**config.mk**
```make
export PLATFORM = sky130hd
export DESIGN_NAME = bsc_hwcounter_snapshot_arbiter
export DESIGN_NICKNAME = d
export VERILOG_FILES = /design/src/rtl/bsc_hwcounter_pkg.sv /design/src/rtl/bsc_rr_arbiter.sv /design/src/rtl/bsc_hwcounter_snapshot_arbiter.sv
export SDC_FILE = /design/constraint.sdc
export NUM_CORES = 1
export LEC_CHECK = 0
export CORE_MARGIN = 5
export CORE_UTILIZATION = 50
export DETAILED_ROUTE_END_ITERATION = 8
export DONT_BUFFER_PORTS = 1
export GPL_ROUTABILITY_DRIVEN = 1
export GPL_TIMING_DRIVEN = 0
export MAX_ROUTING_LAYER = met4
export PLACE_DENSITY = 0.68
export SLEW_MARGIN = 5
export SYNTH_ARGS = -nofsm -noshare
export SYNTH_HDL_FRONTEND = slang
export SYNTH_SLANG_ARGS = --single-unit
```
**constraint.sdc**
```tcl
create_clock -name m_axi_aclk -period 2.1 [get_ports m_axi_aclk]
set_input_delay 0.42 -clock m_axi_aclk [delete_from_list [all_inputs] [get_ports m_axi_aclk]]
set_output_delay 0.42 -clock m_axi_aclk [all_outputs]
set_load 0.02 [all_outputs]
```
**src/rtl/bsc_hwcounter_pkg.sv**
```systemverilog
// Shared types and constants for the hardware cycle-counter snapshot arbiter.
// The counter slave exposes a 64-bit value as two 32-bit AXI-Lite read-only words.
package bsc_hwcounter_pkg;

    typedef enum logic [2:0] {
        FLUSH,
        IDLE,
        AR_LO,
        R_LO,
        AR_HI,
        R_HI,
        RESP
    } hwc_state_e;

    localparam logic [31:0] HWC_LO_OFS = 32'h0;
    localparam logic [31:0] HWC_HI_OFS = 32'h4;
    localparam logic [1:0]  RESP_OKAY  = 2'b00;

endpackage

```
**src/rtl/bsc_rr_arbiter.sv**
```systemverilog
// Round-robin arbiter: the search starts one past the last retired grant.
// The grant is combinational; the caller freezes it and retires it through advance/adv_idx.
module bsc_rr_arbiter #(
    parameter int N  = 4,
    parameter int IW = (N <= 1) ? 1 : $clog2(N)
) (
    input  logic          clk,
    input  logic          rst,
    input  logic [N-1:0]  req,
    input  logic          advance,
    input  logic [IW-1:0] adv_idx,
    output logic [N-1:0]  grant,
    output logic [IW-1:0] grant_idx
);

    logic [IW-1:0] ptr_q;

    always_ff @(posedge clk) begin
        if (rst) begin
            ptr_q <= '0;
        end else if (advance) begin
            ptr_q <= (adv_idx == IW'(N - 1)) ? '0 : adv_idx + 1'b1;
        end
    end

    int   idx;
    logic found;

    always_comb begin
        grant     = '0;
        grant_idx = '0;
        found     = 1'b0;
        idx       = 0;
        for (int k = 0; k < N; k++) begin
            idx = int'(ptr_q) + k;
            if (idx >= N) idx = idx - N;
            if (!found && req[idx]) begin
                found      = 1'b1;
                grant[idx] = 1'b1;
                grant_idx  = IW'(idx);
            end
        end
    end

endmodule

```
**src/rtl/bsc_hwcounter_snapshot_arbiter.sv**
```systemverilog
// Sole AXI-Lite read master of a 64-bit cycle-counter slave, shared among requesters.
// Each snapshot is a low read followed immediately by a high read; the slave latches high on low.
module bsc_hwcounter_snapshot_arbiter
    import bsc_hwcounter_pkg::*;
#(
    parameter int C_NUM_REQ          = 4,
    parameter int C_M_AXI_ADDR_WIDTH = 3,
    parameter int C_M_AXI_DATA_WIDTH = 32,
    parameter logic [C_M_AXI_ADDR_WIDTH-1:0] C_BASE_ADDR = '0,
    parameter int C_FLUSH_CYCLES     = 4
) (
    input  logic                          m_axi_aclk,
    input  logic                          m_axi_areset,
    input  logic [C_NUM_REQ-1:0]          req_valid,
    output logic [C_NUM_REQ-1:0]          ack,
    output logic [63:0]                   ack_data,
    output logic                          ack_err,
    output logic [C_M_AXI_ADDR_WIDTH-1:0] m_axi_araddr,
    output logic                          m_axi_arvalid,
    input  logic                          m_axi_arready,
    input  logic [C_M_AXI_DATA_WIDTH-1:0] m_axi_rdata,
    input  logic [1:0]                    m_axi_rresp,
    input  logic                          m_axi_rvalid,
    output logic                          m_axi_rready
);

    localparam int IW = (C_NUM_REQ <= 1) ? 1 : $clog2(C_NUM_REQ);
    localparam int FW = $clog2(C_FLUSH_CYCLES + 1);
    localparam logic [C_M_AXI_ADDR_WIDTH-1:0] LO_ADDR = C_BASE_ADDR + C_M_AXI_ADDR_WIDTH'(HWC_LO_OFS);
    localparam logic [C_M_AXI_ADDR_WIDTH-1:0] HI_ADDR = C_BASE_ADDR + C_M_AXI_ADDR_WIDTH'(HWC_HI_OFS);

    if (C_M_AXI_DATA_WIDTH != 32) begin : g_bad_width
        $error("bsc_hwcounter_snapshot_arbiter supports only 32-bit data");
    end

    hwc_state_e           state_q, state_d;
    logic [FW-1:0]        flush_cnt_q;
    logic [C_NUM_REQ-1:0] grant_q;
    logic [IW-1:0]        gidx_q;
    logic [63:0]          data_q;
    logic                 err_q;
    logic [C_NUM_REQ-1:0] arb_grant;
    logic [IW-1:0]        arb_idx;

    bsc_rr_arbiter #(
        .N  (C_NUM_REQ),
        .IW (IW)
    ) u_arb (
        .clk       (m_axi_aclk),
        .rst       (m_axi_areset),
        .req       (req_valid),
        .advance   (state_q == RESP),
        .adv_idx   (gidx_q),
        .grant     (arb_grant),
        .grant_idx (arb_idx)
    );

    always_comb begin
        state_d = state_q;
        unique case (state_q)
            FLUSH:   if (flush_cnt_q == '0) state_d = IDLE;
            IDLE:    if (|req_valid)        state_d = AR_LO;
            AR_LO:   if (m_axi_arready)     state_d = R_LO;
            R_LO:    if (m_axi_rvalid)      state_d = AR_HI;
            AR_HI:   if (m_axi_arready)     state_d = R_HI;
            R_HI:    if (m_axi_rvalid)      state_d = RESP;
            RESP:                           state_d = IDLE;
            default:                        state_d = FLUSH;
        endcase
    end

    // rready stays high through FLUSH so a beat orphaned by reset is swallowed.
    always_ff @(posedge m_axi_aclk) begin
        if (m_axi_areset) begin
            state_q     <= FLUSH;
            flush_cnt_q <= FW'(C_FLUSH_CYCLES - 1);
            grant_q     <= '0;
            gidx_q      <= '0;
            data_q      <= '0;
            err_q       <= 1'b0;
        end else begin
            state_q <= state_d;
            if (state_q == FLUSH && flush_cnt_q != '0) flush_cnt_q <= flush_cnt_q - 1'b1;
            unique case (state_q)
                IDLE: begin
                    err_q <= 1'b0;
                    if (|req_valid) begin
                        grant_q <= arb_grant;
                        gidx_q  <= arb_idx;
                    end
                end
                R_LO: if (m_axi_rvalid) begin
                    data_q[31:0] <= m_axi_rdata;
                    err_q        <= err_q | (m_axi_rresp != RESP_OKAY);
                end
                R_HI: if (m_axi_rvalid) begin
                    data_q[63:32] <= m_axi_rdata;
                    err_q         <= err_q | (m_axi_rresp != RESP_OKAY);
                end
                default: ;
            endcase
        end
    end

    assign ack           = (state_q == RESP) ? grant_q : '0;
    assign ack_data      = data_q;
    assign ack_err       = (state_q == RESP) && err_q;
    assign m_axi_arvalid = (state_q == AR_LO) || (state_q == AR_HI);
    assign m_axi_araddr  = (state_q == AR_HI) ? HI_ADDR : LO_ADDR;
    assign m_axi_rready  = (state_q == FLUSH) || (state_q == R_LO) || (state_q == R_HI);

endmodule
```
==> results_dict.tcl <==
set metrics [dict create \
    status "completed" \
    p_per_area_nw_per_um2 846.2 \
    critPathSlowestCell "dfxtp_4" \
    synth_top_cell_by_area "dfxtp_1" \
    p_leak_uw 0.001357 \
    grt_overflow 0 \
    wl_per_cell_um 16.90 \
    instances_no_fill 566 \
    clkLatencyLatePin_ns 0.33 \
    core_um2 6794 \
    worstSetupEndpointType "register" \
    yosysSeqAreaShare 0.4526 \
    async_flop_share 0 \
    synth_cell_type_count 44 \
    die_x_um 93.60 \
    antenna_left 0 \
    numCtsBuffers 9 \
    pwr-share-comb 0.200 \
    netlist_area_um2 3495 \
    critPathKind "reg -> reg" \
    diodes 0 \
    synthCells 445 \
    die_y_um 93.60 \
    grt_max_degree 14 \
    design.die.area_um2 8761 \
    synth_most_common_cell "nand2_1" \
    vdd_drop_max_mv 0.5540 \
    rsz0062_at_grt "yes" \
    drive_above_1_share 0.1340 \
    cts.sink_count 79 \
    drt_iter0_drc 197 \
    intPower_uw 2305 \
    fin_ws_ns 0.05513 \
    crit_chain "buf_6 -> inv_6 -> ha_4 -> buf_8 -> mux2i_4 -> mux2i_4 -> a211oi_4 -> a21oi_2 -> a311oi_2" \
    placedCellCount 542 \
    tightest_slew_ns 0.6097 \
    synth_top_area_share 0.4526 \
    crit_path_frequent_cell "mux2i_4" \
    synthFlopType "dfxtp_1" \
    final.period_utilization 0.9737 \
    viasPerCell 5.413 \
    ios 116 \
    grt_antenna_before_repair 0 \
    sequentialPowerShare 0.499 \
    gp_congestion 0.9504 \
    synth_edf_count 0 \
    slew_headroom 0.5902 \
    dp.final_hpwl_um 6883 \
    startpoint_type "register" \
    yosys_warnings 0 \
    fmax_ghz 0.4890 \
    grtUsageTotal 0.2184 \
    final_net_count 519 \
    area_growth_pct 13.07 \
    hold_path_class "in -> reg" \
    preCtsSetupSlack_ns -0.2471 \
    sw_frac_of_total 0.3107 \
    rows 30 \
    critPathMaxFanout 5 \
    post-route-min-period_ns 2.045 \
    root_buffer "clkbuf_8" \
    io_buffer_count 0 \
    cp.required_ns 2.35 \
    yosys_register_bits 79 \
    path_clk_slew_ns 0.08 \
    switching_power_uw 1039 \
    grt_pass1_vias 2866 \
    setup_tns_ns 0 \
    first_pass_iters 5 \
    drc 0 \
    cts_tree "done" \
    hold_viol 0 \
    yosys-top-cells-area "dfxtp_1, nand2_1, a21oi_1, ha_1, clkbuf_1" \
    pwr-share-clk 0.300 \
    crit_arrival_ns 2.29 \
    vias 3064 \
    grt_first_pass_wirelength_um 14550 \
    syn-mean-instance-area_um2 7.853 \
    finalSetupViolCount 0 \
    ctsHoldBuffers 0 \
    critical-path-max-stage-delay_ns 0.37 \
    clock_path_buffers 2 \
    routed_wl_um 9566 \
    maxCapViolCount 0 \
    fin_skew_ns 0.008398 \
    initial_core_util 0.5144 \
    synth_common_cells "nand2_1, dfxtp_1, a21oi_1" \
    final_max_slew_viol_count 0 \
    cts_htree_levels 3 \
]
-- through the flow --
stage	cell area [um^2]	total power (uW)	utilization	hold slack [ns]
6_report	3951	3344	0.5816	0.2074
5_1_grt	3951	3516	0.5816	0.1934
2_1_floorplan	3522	2223	-	0.4645
3_5_place_dp	3642	2344	0.5361	0.4849
3_3_place_gp	3642	2327	0.5361	0.4780
4_1_cts	3894	3335	0.5731	0.1933
-- worst paths after layout --
path | cells after the start | endpoint | start | slack (ns)
setup reg to reg | 9 | grant_q[2]$_SDFFE_PP0P_ | u_arb.ptr_q[1]$_SDFFE_PP0N_ | 0.06
setup / recovery | 9 | grant_q[2]$_SDFFE_PP0P_ | u_arb.ptr_q[1]$_SDFFE_PP0N_ | 0.06
hold / removal | 2 | ack_data[36]$_SDFFE_PP0P_ | m_axi_rdata[4] | 0.21
hold reg to reg | 2 | grant_q[3]$_SDFFE_PP0P_ | grant_q[3]$_SDFFE_PP0P_ | 0.50
-- logic make-up after synthesis --
| logic type | count (synthesis) | share of synthesized area |
|---|---|---|
| adder cells (fa/ha/maj) | 11 | 0.03938 |
| flip-flops | 79 | 0.4526 |
| AND/OR/NAND/NOR | 194 | 0.2309 |
| multiplexers | 9 | 0.03187 |
| buffers and inverters | 44 | 0.06337 |
| AO/OA/AOI/OAI | 105 | 0.1758 |
| other | 1 | 0.001073 |
| XOR/XNOR | 2 | 0.005013 |
-- flip-flops by register name (all words and copies together) (netlist names) --
signal       count
ack_data        64
err_q            1
flush_cnt_q      3
gidx_q           2
grant_q          4
state_q          3
u_arb.ptr_q      2
-- power groups by stage --
stage | sequential, uW | combinational, uW | clock, uW
2_1_floorplan | 1690 | 531 | 0
3_3_place_gp | 1700 | 623 | 0
3_5_place_dp | 1710 | 636 | 0
4_1_cts | 1670 | 646 | 1020
5_1_grt | 1680 | 745 | 1090
6_report | 1670 | 670 | 1000
-- cell usage in the layout (no fill, tap or decap), types with 3 or more instances in the layout --
cell type  Yosys  layout
nor3_1         6       6
clkbuf_8       0      10
inv_1          9       7
a21oi_1       75      74
a211oi_1       4       3
ha_1          11      10
buf_2          9       8
buf_4          4      12
a311oi_1       4       4
mux2i_1        5       4
buf_6          4       4
nand2b_1       4       4
o21ai_0        6       5
dfxtp_1       79      77
nand2_1      148     148
nor2_1        17      16
o21a_1         5       5
and2_1         5       5
clkbuf_1      18      17
-- worst max-delay path: cells and delay by family (launching register included) --
kind / cells / cell delay [ns]
flip-flops: 1 / 0.37
multiplexers: 2 / 0.39
adder cells (fa/ha/maj): 1 / 0.27
AO/OA/AOI/OAI: 3 / 0.66
buffers and inverters: 3 / 0.26
-- final cells by class --
class / instances / area (um^2)
Tap cell: 96 / 120.1
Inverter: 9 / 42.54
Clock inverter: 5 / 35.03
Buffer: 34 / 187.7
Timing Repair Buffer: 10 / 91.34
Sequential cell: 79 / 1589
Fill cell: 660 / 2843
Multi-Input combinational cell: 323 / 1748
Clock buffer: 10 / 137.6
-- metal layers --
metal	track usage	share of wire
met1	0.2670	0.42
met2	0.3300	0.45
met3	0.06597	0.10
met4	0.1047	0.032
met5	-	0
-- what timing repair did --
item | in CTS | in global routing
endpoints found under the setup margin | 12 | 12
resized for setup | 11 | 10
pin swaps | 4 | 2
setup buffers | 7 | 3
Note: power is estimated with default switching activity, not from simulation.
